==> src/rtl/onehot_dec_pkg.sv <==
// Shared types and helpers for the one-hot hold decoder.
//   dec_state_t : decoder FSM states (IDLE, HOLD)
//   enc_tok_t   : encoded token {v, y} as produced by the 4:2 priority encoder
//   decode_tok  : token -> one-hot line pattern (all zero for a v=0 token)
package onehot_dec_pkg;

    localparam int IDX_W  = 2;
    localparam int LINE_W = 4;
    // Hold counter wide enough for HOLD_CYC up to 15.
    localparam int CNT_W  = 4;

    typedef enum logic {
        IDLE = 1'b0,
        HOLD = 1'b1
    } dec_state_t;

    typedef struct packed {
        logic             v;
        logic [IDX_W-1:0] y;
    } enc_tok_t;

    function automatic logic [LINE_W-1:0] decode_tok(input enc_tok_t tok);
        logic [LINE_W-1:0] line;
        if (tok.v) begin
            line = {{(LINE_W-1){1'b0}}, 1'b1} << tok.y;
        end else begin
            line = {LINE_W{1'b0}};
        end
        return line;
    endfunction

endpackage

==> src/rtl/onehot_tok_fifo.sv <==
// Synchronous first-word-fall-through FIFO of encoded tokens.
//   clk, rst   : clock, asynchronous active-high reset
//   push_i     : write wdata_i (ignored while full)
//   wdata_i    : token to store
//   pop_i      : drop the head entry (ignored while empty)
//   rdata_o    : head entry, valid whenever empty_o is low
//   full_o     : no free entry
//   empty_o    : no stored entry
module onehot_tok_fifo
    import onehot_dec_pkg::*;
#(
    parameter int DEPTH = 2
) (
    input  logic     clk,
    input  logic     rst,
    input  logic     push_i,
    input  enc_tok_t wdata_i,
    input  logic     pop_i,
    output enc_tok_t rdata_o,
    output logic     full_o,
    output logic     empty_o
);

    localparam int AW = $clog2(DEPTH);
    localparam logic [AW:0] PTR_ONE = {{AW{1'b0}}, 1'b1};

    enc_tok_t      mem_q [DEPTH];
    // Pointers carry one extra wrap bit so full and empty are distinguishable.
    logic [AW:0]   wr_ptr_q;
    logic [AW:0]   rd_ptr_q;
    logic [AW:0]   wr_ptr_d;
    logic [AW:0]   rd_ptr_d;
    logic          push_ok;
    logic          pop_ok;

    assign full_o  = (wr_ptr_q[AW] != rd_ptr_q[AW]) &&
                     (wr_ptr_q[AW-1:0] == rd_ptr_q[AW-1:0]);
    assign empty_o = (wr_ptr_q == rd_ptr_q);
    assign push_ok = push_i && !full_o;
    assign pop_ok  = pop_i && !empty_o;
    assign rdata_o = mem_q[rd_ptr_q[AW-1:0]];

    // Next pointer values.
    always_comb begin
        wr_ptr_d = wr_ptr_q;
        rd_ptr_d = rd_ptr_q;
        if (push_ok) begin
            wr_ptr_d = wr_ptr_q + PTR_ONE;
        end else begin
            wr_ptr_d = wr_ptr_q;
        end
        if (pop_ok) begin
            rd_ptr_d = rd_ptr_q + PTR_ONE;
        end else begin
            rd_ptr_d = rd_ptr_q;
        end
    end

    // Pointer and storage registers; reset discards all queued tokens.
    always_ff @(posedge clk or posedge rst) begin
        if (rst) begin
            wr_ptr_q <= '0;
            rd_ptr_q <= '0;
            for (int i = 0; i < DEPTH; i++) begin
                mem_q[i] <= '0;
            end
        end else begin
            wr_ptr_q <= wr_ptr_d;
            rd_ptr_q <= rd_ptr_d;
            if (push_ok) begin
                mem_q[wr_ptr_q[AW-1:0]] <= wdata_i;
            end
        end
    end

endmodule

==> src/rtl/onehot_hold_decoder.sv <==
// Turns encoded {v, y} tokens back into one-hot line strobes, each held for
// HOLD_CYC cycles. Tokens are queued in a small FIFO behind a valid/ready port.
//   clk, rst    : clock, asynchronous active-high reset
//   in_valid    : token present on in_v/in_y
//   in_ready    : a token can be accepted this cycle (never depends on in_valid)
//   in_y, in_v  : encoded line index and encoder valid bit
//   out_onehot  : registered one-hot pattern of the token being held
//   out_active  : a token (including a v=0 token) is being held
//   busy        : out_active or tokens still queued
// HOLD_CYC must lie in 1..15; FIFO_DEPTH must be a power of two, >= 2.
module onehot_hold_decoder
    import onehot_dec_pkg::*;
#(
    parameter int HOLD_CYC   = 2,
    parameter int FIFO_DEPTH = 2
) (
    input  logic              clk,
    input  logic              rst,
    input  logic              in_valid,
    output logic              in_ready,
    input  logic [IDX_W-1:0]  in_y,
    input  logic              in_v,
    output logic [LINE_W-1:0] out_onehot,
    output logic              out_active,
    output logic              busy
);

    localparam logic [CNT_W-1:0] HOLD_LOAD = CNT_W'(HOLD_CYC - 1);
    localparam logic [CNT_W-1:0] CNT_ONE   = {{(CNT_W-1){1'b0}}, 1'b1};

    dec_state_t         state_q;
    dec_state_t         state_d;
    logic [CNT_W-1:0]   cnt_q;
    logic [CNT_W-1:0]   cnt_d;
    logic [LINE_W-1:0]  onehot_q;
    logic [LINE_W-1:0]  onehot_d;
    logic               active_q;
    logic               active_d;

    logic               fifo_full;
    logic               fifo_empty;
    logic               fifo_push;
    logic               fifo_pop;
    enc_tok_t           in_tok;
    enc_tok_t           head_tok;

    assign in_tok     = '{v: in_v, y: in_y};
    assign in_ready   = !rst && !fifo_full;
    assign fifo_push  = in_valid && in_ready;
    assign out_onehot = onehot_q;
    assign out_active = active_q;
    assign busy       = active_q || !fifo_empty;

    onehot_tok_fifo #(
        .DEPTH (FIFO_DEPTH)
    ) u_fifo (
        .clk     (clk),
        .rst     (rst),
        .push_i  (fifo_push),
        .wdata_i (in_tok),
        .pop_i   (fifo_pop),
        .rdata_o (head_tok),
        .full_o  (fifo_full),
        .empty_o (fifo_empty)
    );

    // FSM next state: load a queued token when idle or when the current hold
    // expires, so consecutive tokens follow each other without a bubble.
    always_comb begin
        state_d  = state_q;
        cnt_d    = cnt_q;
        onehot_d = onehot_q;
        active_d = active_q;
        fifo_pop = 1'b0;
        case (state_q)
            IDLE: begin
                if (!fifo_empty) begin
                    fifo_pop = 1'b1;
                    onehot_d = decode_tok(head_tok);
                    active_d = 1'b1;
                    cnt_d    = HOLD_LOAD;
                    state_d  = HOLD;
                end else begin
                    onehot_d = '0;
                    active_d = 1'b0;
                end
            end
            HOLD: begin
                if (cnt_q != '0) begin
                    cnt_d = cnt_q - CNT_ONE;
                end else if (!fifo_empty) begin
                    fifo_pop = 1'b1;
                    onehot_d = decode_tok(head_tok);
                    active_d = 1'b1;
                    cnt_d    = HOLD_LOAD;
                end else begin
                    onehot_d = '0;
                    active_d = 1'b0;
                    state_d  = IDLE;
                end
            end
            default: begin
                onehot_d = '0;
                active_d = 1'b0;
                cnt_d    = '0;
                state_d  = IDLE;
            end
        endcase
    end

    // FSM state, hold counter and registered outputs.
    always_ff @(posedge clk or posedge rst) begin
        if (rst) begin
            state_q  <= IDLE;
            cnt_q    <= '0;
            onehot_q <= '0;
            active_q <= 1'b0;
        end else begin
            state_q  <= state_d;
            cnt_q    <= cnt_d;
            onehot_q <= onehot_d;
            active_q <= active_d;
        end
    end

endmodule

==> config.mk <==
export PLATFORM = sky130hd
export DESIGN_NAME = onehot_hold_decoder
export DESIGN_NICKNAME = d
export VERILOG_FILES = /design/src/rtl/onehot_dec_pkg.sv /design/src/rtl/onehot_tok_fifo.sv /design/src/rtl/onehot_hold_decoder.sv
export SDC_FILE = /design/constraint.sdc
export NUM_CORES = 1
export LEC_CHECK = 0
export ABC_AREA = 1
export BUFFER_PORTS_ARGS = -buffer_cell sky130_fd_sc_hd__buf_4
export CORE_MARGIN = 2
export CORE_UTILIZATION = 59
export DETAILED_ROUTE_END_ITERATION = 8
export GPL_TIMING_DRIVEN = 0
export PLACE_DENSITY = 0.81
export SLEW_MARGIN = 20
export SYNTH_ARGS = -nofsm -noshare
export SYNTH_HDL_FRONTEND = slang
export SYNTH_SLANG_ARGS = --single-unit
==> constraint.sdc <==
create_clock -name clk -period 2.6 [get_ports clk]
set_input_delay 0.13 -clock clk [delete_from_list [all_inputs] [get_ports clk]]
set_output_delay 0.13 -clock clk [all_outputs]
set_load 0.005 [all_outputs]
Word-level counts from Yosys, hierarchy flattened --
Index checks and enable logic that the tools add are counted. W data, S select, Z words.
Storage, ports and cells: register bits after elaboration 20, latch bits 0, RAM bits 0, ROM bits 0, output and inout port bits 7, word-level logic and storage cells 55, memories kept 0
Cells by class: $add $sub $neg 3, multiply operators 0, divide/modulo/power cells 0, order comparisons 3, eq/ne operators 4, shift operators 1, mux-type cells 20, bitwise operators 3, reductions and logical operators 11
Operators by type and width (count):
- $mux W4 | 5
- $pmux W4 S2 | 2
- $mux W3 | 4
- $bwmux W6 | 1
- $logic_and A1 B1 Y1 | 6
- $pmux W1 S2 | 3
- $add A2 B1 Y2 const B | 2
- $ge A2 B2 Y1 const B | 2
- $mux W1 | 4
- $not A1 Y2 | 2
- $reduce_bool A4 Y1 | 1
- $shl A1 B2 Y4 const A | 1
- $sub A4 B1 Y4 const B | 1
- $demux W3 S1 | 1
- $logic_not A1 Y1 | 3
- $eq A2 B2 Y1 | 1
- $lt A2 B1 Y1 const B | 1
- $ne A2 B2 Y1 const B | 1
- $eq A1 B1 Y1 | 1
- $logic_or A1 B1 Y1 | 1
- $ne A1 B1 Y1 | 1
- $not A1 Y1 | 1

Longest topological paths before layout --
Gate-level depths: netlist of run 1.
depth in word-level cells 9, gate-level depth with buffers 8

Hierarchy --
A second synthesis of run 1 with hierarchy kept.
Second synthesis, totals: cell total of the unflattened synthesis 137, area total of the unflattened synthesis 1078.5 um^2
Modules (own cells, without submodules):
- onehot_tok_fifo | instances 1, cells each 72, area an instance 565.5 um^2, seq. area each 250.2 um^2
- onehot_hold_decoder | instances 1, cells each 65, area an instance 513.0 um^2, seq. area each 250.2 um^2

Least setup slack after synthesis of run 1 --
Ideal clock, no wire load.
path kind register -> register, start point reg cnt_q[0], end point reg u_fifo.rd_ptr_q[1], arrival time 1.118 ns, data required time 2.480 ns, path slack 1.362 ns, cell stages (with the launch flop) 8, buffers on the path 0, cells stage by stage dfrtp_1 -> inv_1 -> ha_1 -> nand3_1 -> nand2_1 -> nand2_2 -> o21ai_1 -> nand2_1
On the way: longest elaborated chain between the ends 4
Ends and longest elaborated chain:
- start: declaration | line onehot_hold_decoder.sv:33 | logic [CNT_W-1:0] cnt_q;
- start signal: assignment | line onehot_hold_decoder.sv:120 | cnt_q <= cnt_d;
- $reduce_bool A4 Y1 | line onehot_hold_decoder.sv:89 | if (cnt_q != '0) begin
- $mux W1 | line onehot_hold_decoder.sv:89
- $pmux W1 S2 | line onehot_hold_decoder.sv:75 | case (state_q)
- $logic_and A1 B1 Y1 | line onehot_tok_fifo.sv:40 | assign pop_ok = pop_i && !empty_o;
- end signal: assignment | line onehot_tok_fifo.sv:69 | rd_ptr_q <= rd_ptr_d;
- end: declaration | line onehot_tok_fifo.sv:30 | logic [AW:0] rd_ptr_q;
Every way passes these cells. A chain may end at the register's enable or synchronous reset.

Worst setup path after layout of run 1 --
start point reg u_fifo.rd_ptr_q[0], end point out busy
On the way: longest elaborated chain between the ends 3
Ends and longest elaborated chain:
- $eq A2 B2 Y1 | line onehot_tok_fifo.sv:38 | assign empty_o = (wr_ptr_q == rd_ptr_q);
- $logic_not A1 Y1 | line onehot_hold_decoder.sv:52 | assign busy = active_q || !fifo_empty;
- $logic_or A1 B1 Y1 | line onehot_hold_decoder.sv:52
- end: declaration | line onehot_hold_decoder.sv:25 | output logic busy
Every way passes these cells.

==> results of run 1 <==
[worst paths after layout]
check                                   start                  to  slack [ps]  cells past startpoint
max                        u_fifo.rd_ptr_q[0]                busy        1080                      5
min                                       rst  u_fifo.rd_ptr_q[1]          20                      2
max reg2reg                          cnt_q[0]  u_fifo.rd_ptr_q[1]        1170                      7
min reg2reg                   u_fifo.mem_q[4]     u_fifo.mem_q[4]         490                      2
max in group asynchronous                 rst     u_fifo.mem_q[5]        2060                      2
min in group clk                      in_y[1]     u_fifo.mem_q[1]          40                      3
[cell usage in the layout (no fill, tap or decap), types with 2 or more instances in the layout]
cell      instances
o21ai_0           5
nand2_2           2
nand2_4           2
o21ai_1           6
dfrtp_1          20
inv_2             2
nand3_1           8
clkbuf_4          3
nor2_4            2
nand2_1          44
nand4_1           3
buf_4            12
inv_1            15
[metal layers]
metal  part of all wire  up-vias
met4             0.0054        0
met1               0.50      353
met3              0.034        2
met2               0.46       10
li1                   -      399
met5                  0        -
[stage by stage]
step	setup slack, ps	cell area [µm²]	util	hold slack [ps]	power, µW
2_1_floorplan	1360	972	-	142	1050
3_3_place_gp	1080	1080	0.710	335	1210
3_5_place_dp	1040	1080	0.710	341	1240
4_1_cts	1080	1100	0.725	35.0	1380
5_1_grt	980	1100	0.725	39.7	1510
6_report	1080	1100	0.725	21.5	1380
[registers in the layout, summed over array words and instances, names as in the netlist]
register / count
out_active: 1
u_fifo.rd_ptr_q: 2
cnt_q: 4
state_q: 1
u_fifo.wr_ptr_q: 2
u_fifo.mem_q: 6
out_onehot: 4
[report_power, final]
part | total (µW) | switching (µW) | internal [µW]
logic | 676 | 413 | 263
registers | 559 | 99.9 | 459
clock network | 141 | 87.6 | 53.7
[cell type report]
type / instances / share of cell area
clock buffer: 3 / 0.0204
inverter: 17 / 0.0578
sequential: 20 / 0.453
multi-input combinational: 80 / 0.369
tap: 16 / 0.0181
timing repair buffer: 12 / 0.0815
[cell families (layout without fill, tap and decap cells)]
logic type                 after synthesis  count (layout)  share of synthesized area
AOI/OAI and AO/OA                       14              14                     0.0772
adders and majority gates                1               1                     0.0129
xor gates and xnor gates                 2               2                     0.0180
DFF                                     20              20                      0.515
and+or+nand+nor                         63              63                      0.311
buffers and inverters                   17              32                     0.0656
[worst register-to-register path: stages, from the launching register on]
cell	delay, ps
dfrtp_1	370
inv_1	110
ha_1	200
nand3_1	90
nand2_1	190
nand2_2	160
o21ai_1	150
nand2_1	60
==> out/metrics.cfg, run 1 <==
[run_status]
outcome=complete, no violations

[global_route]
grt_pass1_vias=703
grt_antenna_before_repair=0
globalRouteMet1Util=0.275
gr-usage-all-layers=0.196
grt_pass1_wl_um=2860
grt_max_degree=24
grtUsageMet3=0.0245
met2_usage=0.319
overflow=0
grt_most_used_layer=met2

[power_and_ir_drop]
ir_drop_mv=0.643
p_leak_uw=0.000589
power_density_mw_per_mm2=1250

[min_path]
hp-class=input port to async pin

[critical_path]
start_kind=flop
worst-path-max-fanout=8
worstPathCellList=inv_2 > nand2_2 > a21oi_2 > nand2_1 > buf_4
cp-end-kind=output pin
crit_type=flop to output pin
cpPeakStageDelay_ps=480
worst-path-buf-inv=2
worstPathRequired_ps=2470
arrival_ps=1390
crit_family=flip-flops
crit_slowest_cell=dfrtp_1

[route]
drc=0
vias_per_cell=5.16
vias=764
wl_per_cell_um=11.2
routed_wl_um=1660
dr.pass1.iters=4
drt_first_iter_violations=14
antenna_left=0

[die]
die_y_um=44.6
dieArea_mm2=0.00199
die_w_um=44.6
core_area_mm2=0.00152
initial_core_util=0.638
rows=14
ios=13

[layout]
n_antenna_cell=0
regArea_um2=500
nets=141
multi_input_area_um2=408
fillers=121
layout-drive-gt1-share=0.189
area_growth_pct=13.6
fin_cells=148

[yosys]
syn_nets=124
synth_warnings=0
synth-main-ff-cell=dfrtp_1
synth.most_common_cell=nand2_1
synth_top_cell_area_share=0.515
netlist_area_um2=972
syn-instance-count=117
async_flop_share=1.00
synth.ff_latch_count=20
synth_top_area_cell=dfrtp_1
synth_common_cells=44 x nand2_1, 20 x dfrtp_1, 15 x inv_1, 8 x nand3_1, 6 x o21ai_1
ys_types=19
synth_area_leaders=dfrtp_1 51%, nand2_1 17%, inv_1 5.8%
ys_seq_area_frac=0.515
synth_edf_count=0
synth.avg_cell_area_um2=8.31

[timing]
finClkSkew_ps=3.41
setup_violations=0
maxSlewViolCount=0
rsz0062_at_grt=no
max_freq_mhz=657
finalCritPeriodShare=0.586
fin_crit_ps=1520
relSlewSlack=0.428
final_hold_viol_count=0
fin_setup_tns_ps=0
worst_pin_slew_ps=857

[place]
dp.cells=145
io_buffers=12
place.detailed.hpwl_um=1280
gp_congestion=0.786

[clock_tree]
numCtsBuffers=3
htreeDepth=1
post_cts_buffers=0
hold_buffers=0
cts.clk_slew.worst_paths_ps=110
root_buffer=clkbuf_4
cts_tree=yes
ctsResizeCount=0
insertion_delay_ps=290
cts_buffer_depth=2
cts.sinks=20

[run]
drv_cap=0

Note: power is estimated with default switching activity, not from simulation.
==> run 2: changes to the inputs <==
--- a/config.mk
+++ b/config.mk
@@ -8,10 +8,10 @@
 export ABC_AREA = 1
 export BUFFER_PORTS_ARGS = -buffer_cell sky130_fd_sc_hd__buf_4
 export CORE_MARGIN = 2
-export CORE_UTILIZATION = 59
+export CORE_UTILIZATION = 49
 export DETAILED_ROUTE_END_ITERATION = 8
 export GPL_TIMING_DRIVEN = 0
-export PLACE_DENSITY = 0.81
+export PLACE_DENSITY = 0.72
 export SLEW_MARGIN = 20
 export SYNTH_ARGS = -nofsm -noshare
 export SYNTH_HDL_FRONTEND = slang
==> constraint.sdc (replaced) <==
create_clock -name clk -period 1.3 [get_ports clk]
set_input_delay 0.065 -clock clk [delete_from_list [all_inputs] [get_ports clk]]
set_output_delay 0.065 -clock clk [all_outputs]
set_load 0.005 [all_outputs]
==> out/metrics.cfg, run 2 (synthesis results as in run 1) <==
[timing]
max_freq_mhz=748
worst_pin_slew_ps=882  ; +25.3 ps
fin_crit_ps=1340
fin_setup_tns_ps=-37.4  ; -37.4 ps
relSlewSlack=0.410  ; -0.0182
setup_slack_ps=-37.4  ; -1110 ps
finClkSkew_ps=4.89  ; +1.48 ps
final_hold_viol_count=0  ; unchanged
maxSlewViolCount=0  ; unchanged
rsz0062_at_grt=yes
setup_violations=1  ; +1
finalCritPeriodShare=1.03

[route]
vias_per_cell=4.84  ; -6.2%
drc=0  ; unchanged
antenna_left=0  ; unchanged
vias=828  ; +8.4%
drt_first_iter_violations=12  ; -2
dr.pass1.iters=4  ; unchanged
wl_per_cell_um=11.7  ; +4.1%
routed_wl_um=2000  ; +20%

[global_route]
grt_max_degree=24  ; unchanged
grt_pass1_wl_um=3290  ; +15%
grt_antenna_before_repair=0  ; unchanged
grt_pass1_vias=788  ; +12%
gr-usage-all-layers=0.177  ; -0.0190
overflow=0  ; unchanged

[power_and_ir_drop]
p_sw_uw=1430  ; +140%
ir_drop_mv=1.61  ; +150%
p_leak_uw=0.000655  ; +11%
p_int_uw=1860  ; +140%
power.total_uw=3290  ; +140%
power_density_mw_per_mm2=2560  ; +110%
power_frac_clock=0.108  ; +0.005
p_sw_frac=0.433  ; -0.00274
seqPwrFrac=0.346  ; -0.060
comb_power_share=0.545  ; +0.054

[critical_path]
r2r_cells=7  ; unchanged
worstPathCellList=inv_2 > nand2_4 > a21oi_4 > nand2_1 > buf_4
cpPeakStageDelay_ps=470  ; about the same
reg2reg_setup_slack_ps=30  ; -1140 ps
crit_slowest_cell=dfrtp_2
start_kind=flop
cp-end-kind=output pin
r2r_start=cnt_q[1]
crit_path_start=u_fifo.rd_ptr_q[0]
worstPathRequired_ps=1240  ; -1230 ps
crit_type=flop to output pin
crit_end=busy
worstReg2RegEnd=u_fifo.rd_ptr_q[1]
worst-path-max-fanout=4  ; -4
arrival_ps=1270  ; -120 ps

[layout]
largest_register_ffs=6  ; unchanged
layout-drive-gt1-share=0.326  ; +0.137
nets=152  ; +7.8%
final_util=0.669  ; -0.0557
n_antenna_cell=0  ; unchanged
final_cell_mix=39 x nand2_1, 19 x buf_4, 18 x dfrtp_1, 10 x inv_1, 8 x o21ai_1
final_common_cell=nand2_1
top_register=u_fifo.mem_q
area_growth_pct=32.3

[run_status]
violations=setup timing
outcome=finished with violations

[die]
die_y_um=48.5  ; +8.9%
core_area_mm2=0.00192  ; +26%
die_w_um=48.5  ; +8.9%
ios=13  ; unchanged
rows=16  ; +2
initial_core_util=0.506  ; -0.132
dieArea_mm2=0.00236  ; +19%

[clock_tree]
cts_tree=yes
insertion_delay_ps=300  ; about the same
numCtsBuffers=3  ; unchanged
cts.sinks=20  ; unchanged
root_buffer=clkbuf_4
cts.clk_slew.worst_paths_ps=110  ; about the same
cts_buffer_depth=2  ; unchanged
htreeDepth=1  ; unchanged

[run]
drv_cap=0  ; unchanged

[place]
place.detailed.hpwl_um=1290  ; +0.85%
gp_congestion=0.731  ; -6.9%
io_buffers=12  ; unchanged

[min_path]
hp-class=input port to flop

## run 2: layout make-up
| cell class | count | area [µm²] |
|---|---|---|
| clock buffers | 4 | 36.3 |
| fillers | 171 | 636 |
| inverters | 17 | 70.1 |
| multi-input cells | 80 | 460 |
| flip-flops and latches | 20 | 503 |
| well taps | 27 | 33.8 |
| repair buffers | 23 | 183 |
## run 2: what timing repair did
item / CTS / global route
setup buffers: 6 / 1
setup endpoints to repair: 19 / 16
hold buffers: 3 / 1
hold endpoints to repair: 26 / 20
gates cloned: 0 / 0
pin swaps: 2 / 3
gates resized for setup: 14 / 9
## run 2: worst min path at each step
stage | to | cells after the start | startpoint | slack [ps]
2_1_floorplan | cnt_q[0] | 1 | rst | 80
3_3_place_gp | u_fifo.mem_q[5] | 3 | in_v | 270
3_5_place_dp | u_fifo.mem_q[2] | 3 | in_v | 270
4_1_cts | u_fifo.wr_ptr_q[1] | 2 | rst | -20
5_1_grt | u_fifo.wr_ptr_q[0] | 4 | in_valid | 110
6_report | u_fifo.wr_ptr_q[0] | 4 | in_valid | 110
## run 2: stage by stage
stage	hold WS [ps]	instance area [µm²]	setup slack, ps	std cells
2_1_floorplan	76.9	972	61.7	117
5_1_grt	109	1290	-114	171
3_3_place_gp	271	1100	-221	156
4_1_cts	-20.8	1250	-23.9	169
3_5_place_dp	273	1100	-259	156
6_report	114	1290	-37.4	171
## run 2: layer usage
metal / global-route usage / vias up / wire [µm]
met2: 0.322 / 10 / 1100
met5: 0 / - / 0
met3: 0.0278 / 2 / 39
met1: 0.219 / 388 / 846
met4: 0.0429 / 0 / 9
li1: - / 428 / -
## run 2: worst max-delay path, delay by kind of cell, from the launching register on
kind	cells	cell delay, ps
and+or+nand+nor	2	140
buffers and inverters	2	230
AOI/OAI and AO/OA	1	140
DFF	1	470
## run 2: power groups by stage
| stage | Sequential (µW) | Combinational [µW] | Clock [µW] |
|---|---|---|---|
| after floorplan | 1100 | 1000 | 0 |
| after global placement | 1120 | 1320 | 0 |
| after detailed placement | 1130 | 1370 | 0 |
| after CTS | 1120 | 1690 | 365 |
| after global routing | 1170 | 1990 | 399 |
| final | 1140 | 1790 | 357 |
==> run 3: changes to the inputs <==
--- a/config.mk
+++ b/config.mk
@@ -8,10 +8,9 @@
 export ABC_AREA = 1
 export BUFFER_PORTS_ARGS = -buffer_cell sky130_fd_sc_hd__buf_4
 export CORE_MARGIN = 2
-export CORE_UTILIZATION = 49
+export CORE_UTILIZATION = 37
 export DETAILED_ROUTE_END_ITERATION = 8
 export GPL_TIMING_DRIVEN = 0
-export PLACE_DENSITY = 0.72
 export SLEW_MARGIN = 20
 export SYNTH_ARGS = -nofsm -noshare
 export SYNTH_HDL_FRONTEND = slang
==> constraint.sdc (replaced) <==
create_clock -name clk -period 1.5 [get_ports clk]
set_input_delay 0.075 -clock clk [delete_from_list [all_inputs] [get_ports clk]]
set_output_delay 0.075 -clock clk [all_outputs]
set_load 0.005 [all_outputs]
==> out/metrics.cfg, run 3 (synthesis results as in run 1) <==
[layout]
nets=147  ; -3.3%
final_cell_area_mm2=0.00123  ; -4.4%
area_growth_pct=26.5
layout-drive-gt1-share=0.245  ; -0.0818
final_util=0.496  ; -0.173
final_common_cell=nand2_1
fillers=255  ; +49%
largest_register_ffs=6  ; unchanged
n_antenna_cell=0  ; unchanged
top_register=u_fifo.mem_q
final_cell_mix=42 x nand2_1, 18 x dfrtp_1, 15 x inv_1, 15 x buf_4, 8 x nand3_1

[die]
initial_core_util=0.392  ; -0.113
die_w_um=55.3  ; +14%
die_y_um=55.3  ; +14%
ios=13  ; unchanged
rows=18  ; +2
core_area_mm2=0.00248  ; +29%
dieArea_mm2=0.00305  ; +30%

[critical_path]
start_kind=flop
arrival_ps=1340  ; +70 ps
crit_type=flop to output pin
worstPathRequired_ps=1420  ; +180 ps
crit_family=flip-flops
cpPeakStageDelay_ps=480  ; about the same
worst-path-max-fanout=5  ; +1
worst-path-buf-inv=2  ; unchanged
crit_slowest_cell=dfrtp_2
reg2reg_setup_slack_ps=150  ; +120 ps
cp-end-kind=output pin
worstPathCellList=inv_4 > nand2_2 > a21oi_4 > nand2_1 > buf_4

[power_and_ir_drop]
p_sw_frac=0.407  ; -0.0263
ir_drop_mv=1.13  ; -30%
seqPwrFrac=0.355  ; +0.009
comb_power_share=0.483  ; -0.062
power_frac_clock=0.162  ; +0.054
p_sw_uw=1120  ; -22%
power_density_mw_per_mm2=2230  ; -13%
p_int_uw=1630  ; -13%
p_leak_uw=0.000629  ; -4.0%

[global_route]
grt_antenna_before_repair=0  ; unchanged
grtUsageMet3=0.0211  ; -0.00670
grt_most_used_layer=met2
grt_max_degree=24  ; unchanged
met2_usage=0.221  ; -0.101
grt_pass1_wl_um=3290  ; unchanged
overflow=0  ; unchanged
grt_pass1_vias=794  ; +0.76%
gr-usage-all-layers=0.135  ; -0.0419
globalRouteMet1Util=0.173  ; -0.0457

[timing]
setup_violations=0  ; -1
rsz0062_at_grt=no
maxSlewViolCount=0  ; unchanged
fin_crit_ps=1410
max_freq_mhz=708
relSlewSlack=0.414  ; +0.00424
finClkSkew_ps=8.64  ; +3.75 ps
finalCritPeriodShare=0.942
final_hold_viol_count=20  ; +20
hold_slack_ps=-47.9  ; -162 ps
fin_setup_tns_ps=0  ; +37.4 ps
worst_pin_slew_ps=878  ; -4.42 ps

[clock_tree]
insertion_delay_ps=300  ; about the same
numCtsBuffers=3  ; unchanged
cts.sinks=20  ; unchanged
cts.clk_slew.worst_paths_ps=120  ; about the same
root_buffer=clkbuf_4
cts_tree=yes
cts_buffer_depth=2  ; unchanged
htreeDepth=1  ; unchanged

[place]
gp_congestion=0.782  ; +7.0%
placed_area_mm2=0.00110  ; +0.34%
io_buffers=12  ; unchanged
place.detailed.hpwl_um=1350  ; +4.7%

[route]
wl_per_cell_um=10.7  ; -8.0%
drt_first_iter_violations=8  ; -4
routed_wl_um=1810  ; -9.1%
drc=0  ; unchanged
vias=789  ; -4.7%
vias_per_cell=4.67  ; -3.6%
dr.pass1.iters=4  ; unchanged
antenna_left=0  ; unchanged

[run_status]
outcome=finished with violations
violations=hold timing

[run]
drv_cap=0  ; unchanged

[min_path]
hp-class=input port to async pin

[run 3: cell types whose count changed in the layout (fill, tap and decap cells not counted), sizes merged]
cell,change
dlygate4sd3,-1
clkbuf,-1
bufinv,+1
clkinvlp,-1
inv,+1
buf,-4
[run 3: per-stage QoR]
step | total power, µW | setup slack, ps | cells
final | 2740 | 87.7 | 169
after global routing | 3010 | 0.105 | 169
after CTS | 2660 | 7.33 | 166
after detailed placement | 2180 | -56.5 | 159
after global placement | 2130 | -53.6 | 159
after floorplan | 1820 | 262 | 117
[run 3: area by class of cell]
| type | instances | area (µm²) | area share |
|---|---|---|---|
| repair buffers | 18 | 143 | 0.116 |
| clock buffers | 3 | 22.5 | 0.0183 |
| clock inverters | 1 | 30.0 | 0.0244 |
| inverters | 17 | 66.3 | 0.0539 |
| flip-flops and latches | 20 | 503 | 0.409 |
| well taps | 30 | 37.5 | 0.0305 |
| multi-input cells | 80 | 428 | 0.348 |
[run 3: final timing paths]
| kind | to | cells past startpoint | from |
|---|---|---|---|
| hold / removal | out_onehot[1] | 2 | rst |
| setup reg to reg | u_fifo.rd_ptr_q[1] | 7 | cnt_q[0] |
| min in group clk | u_fifo.wr_ptr_q[0] | 4 | in_valid |
| max in group asynchronous | u_fifo.wr_ptr_q[0] | 2 | rst |
| hold reg to reg | u_fifo.mem_q[3] | 2 | u_fifo.mem_q[3] |
| setup / recovery | busy | 5 | u_fifo.wr_ptr_q[0] |
[run 3: routing by layer]
layer  vias to the layer above  routed length (µm)
met5                         -                   0
met4                         0                  29
met3                         4                  45
met2                        11                 893
met1                       359                 846
li1                        415                   -
[run 3: power by group through the flow]
| stage | clock network (µW) | logic, µW | registers (µW) |
|---|---|---|---|
| 2_1_floorplan | 0 | 870 | 950 |
| 3_3_place_gp | 0 | 1150 | 975 |
| 3_5_place_dp | 0 | 1190 | 986 |
| 4_1_cts | 449 | 1230 | 981 |
| 5_1_grt | 479 | 1510 | 1020 |
| 6_report | 444 | 1320 | 975 |
[run 3: repair_timing]
item,4_1_cts,5_1_grt
resized for setup,3,5
setup endpoints to repair,1,9
hold buffers,3,0
endpoints found under the hold margin,26,0
buffers inserted,0,3
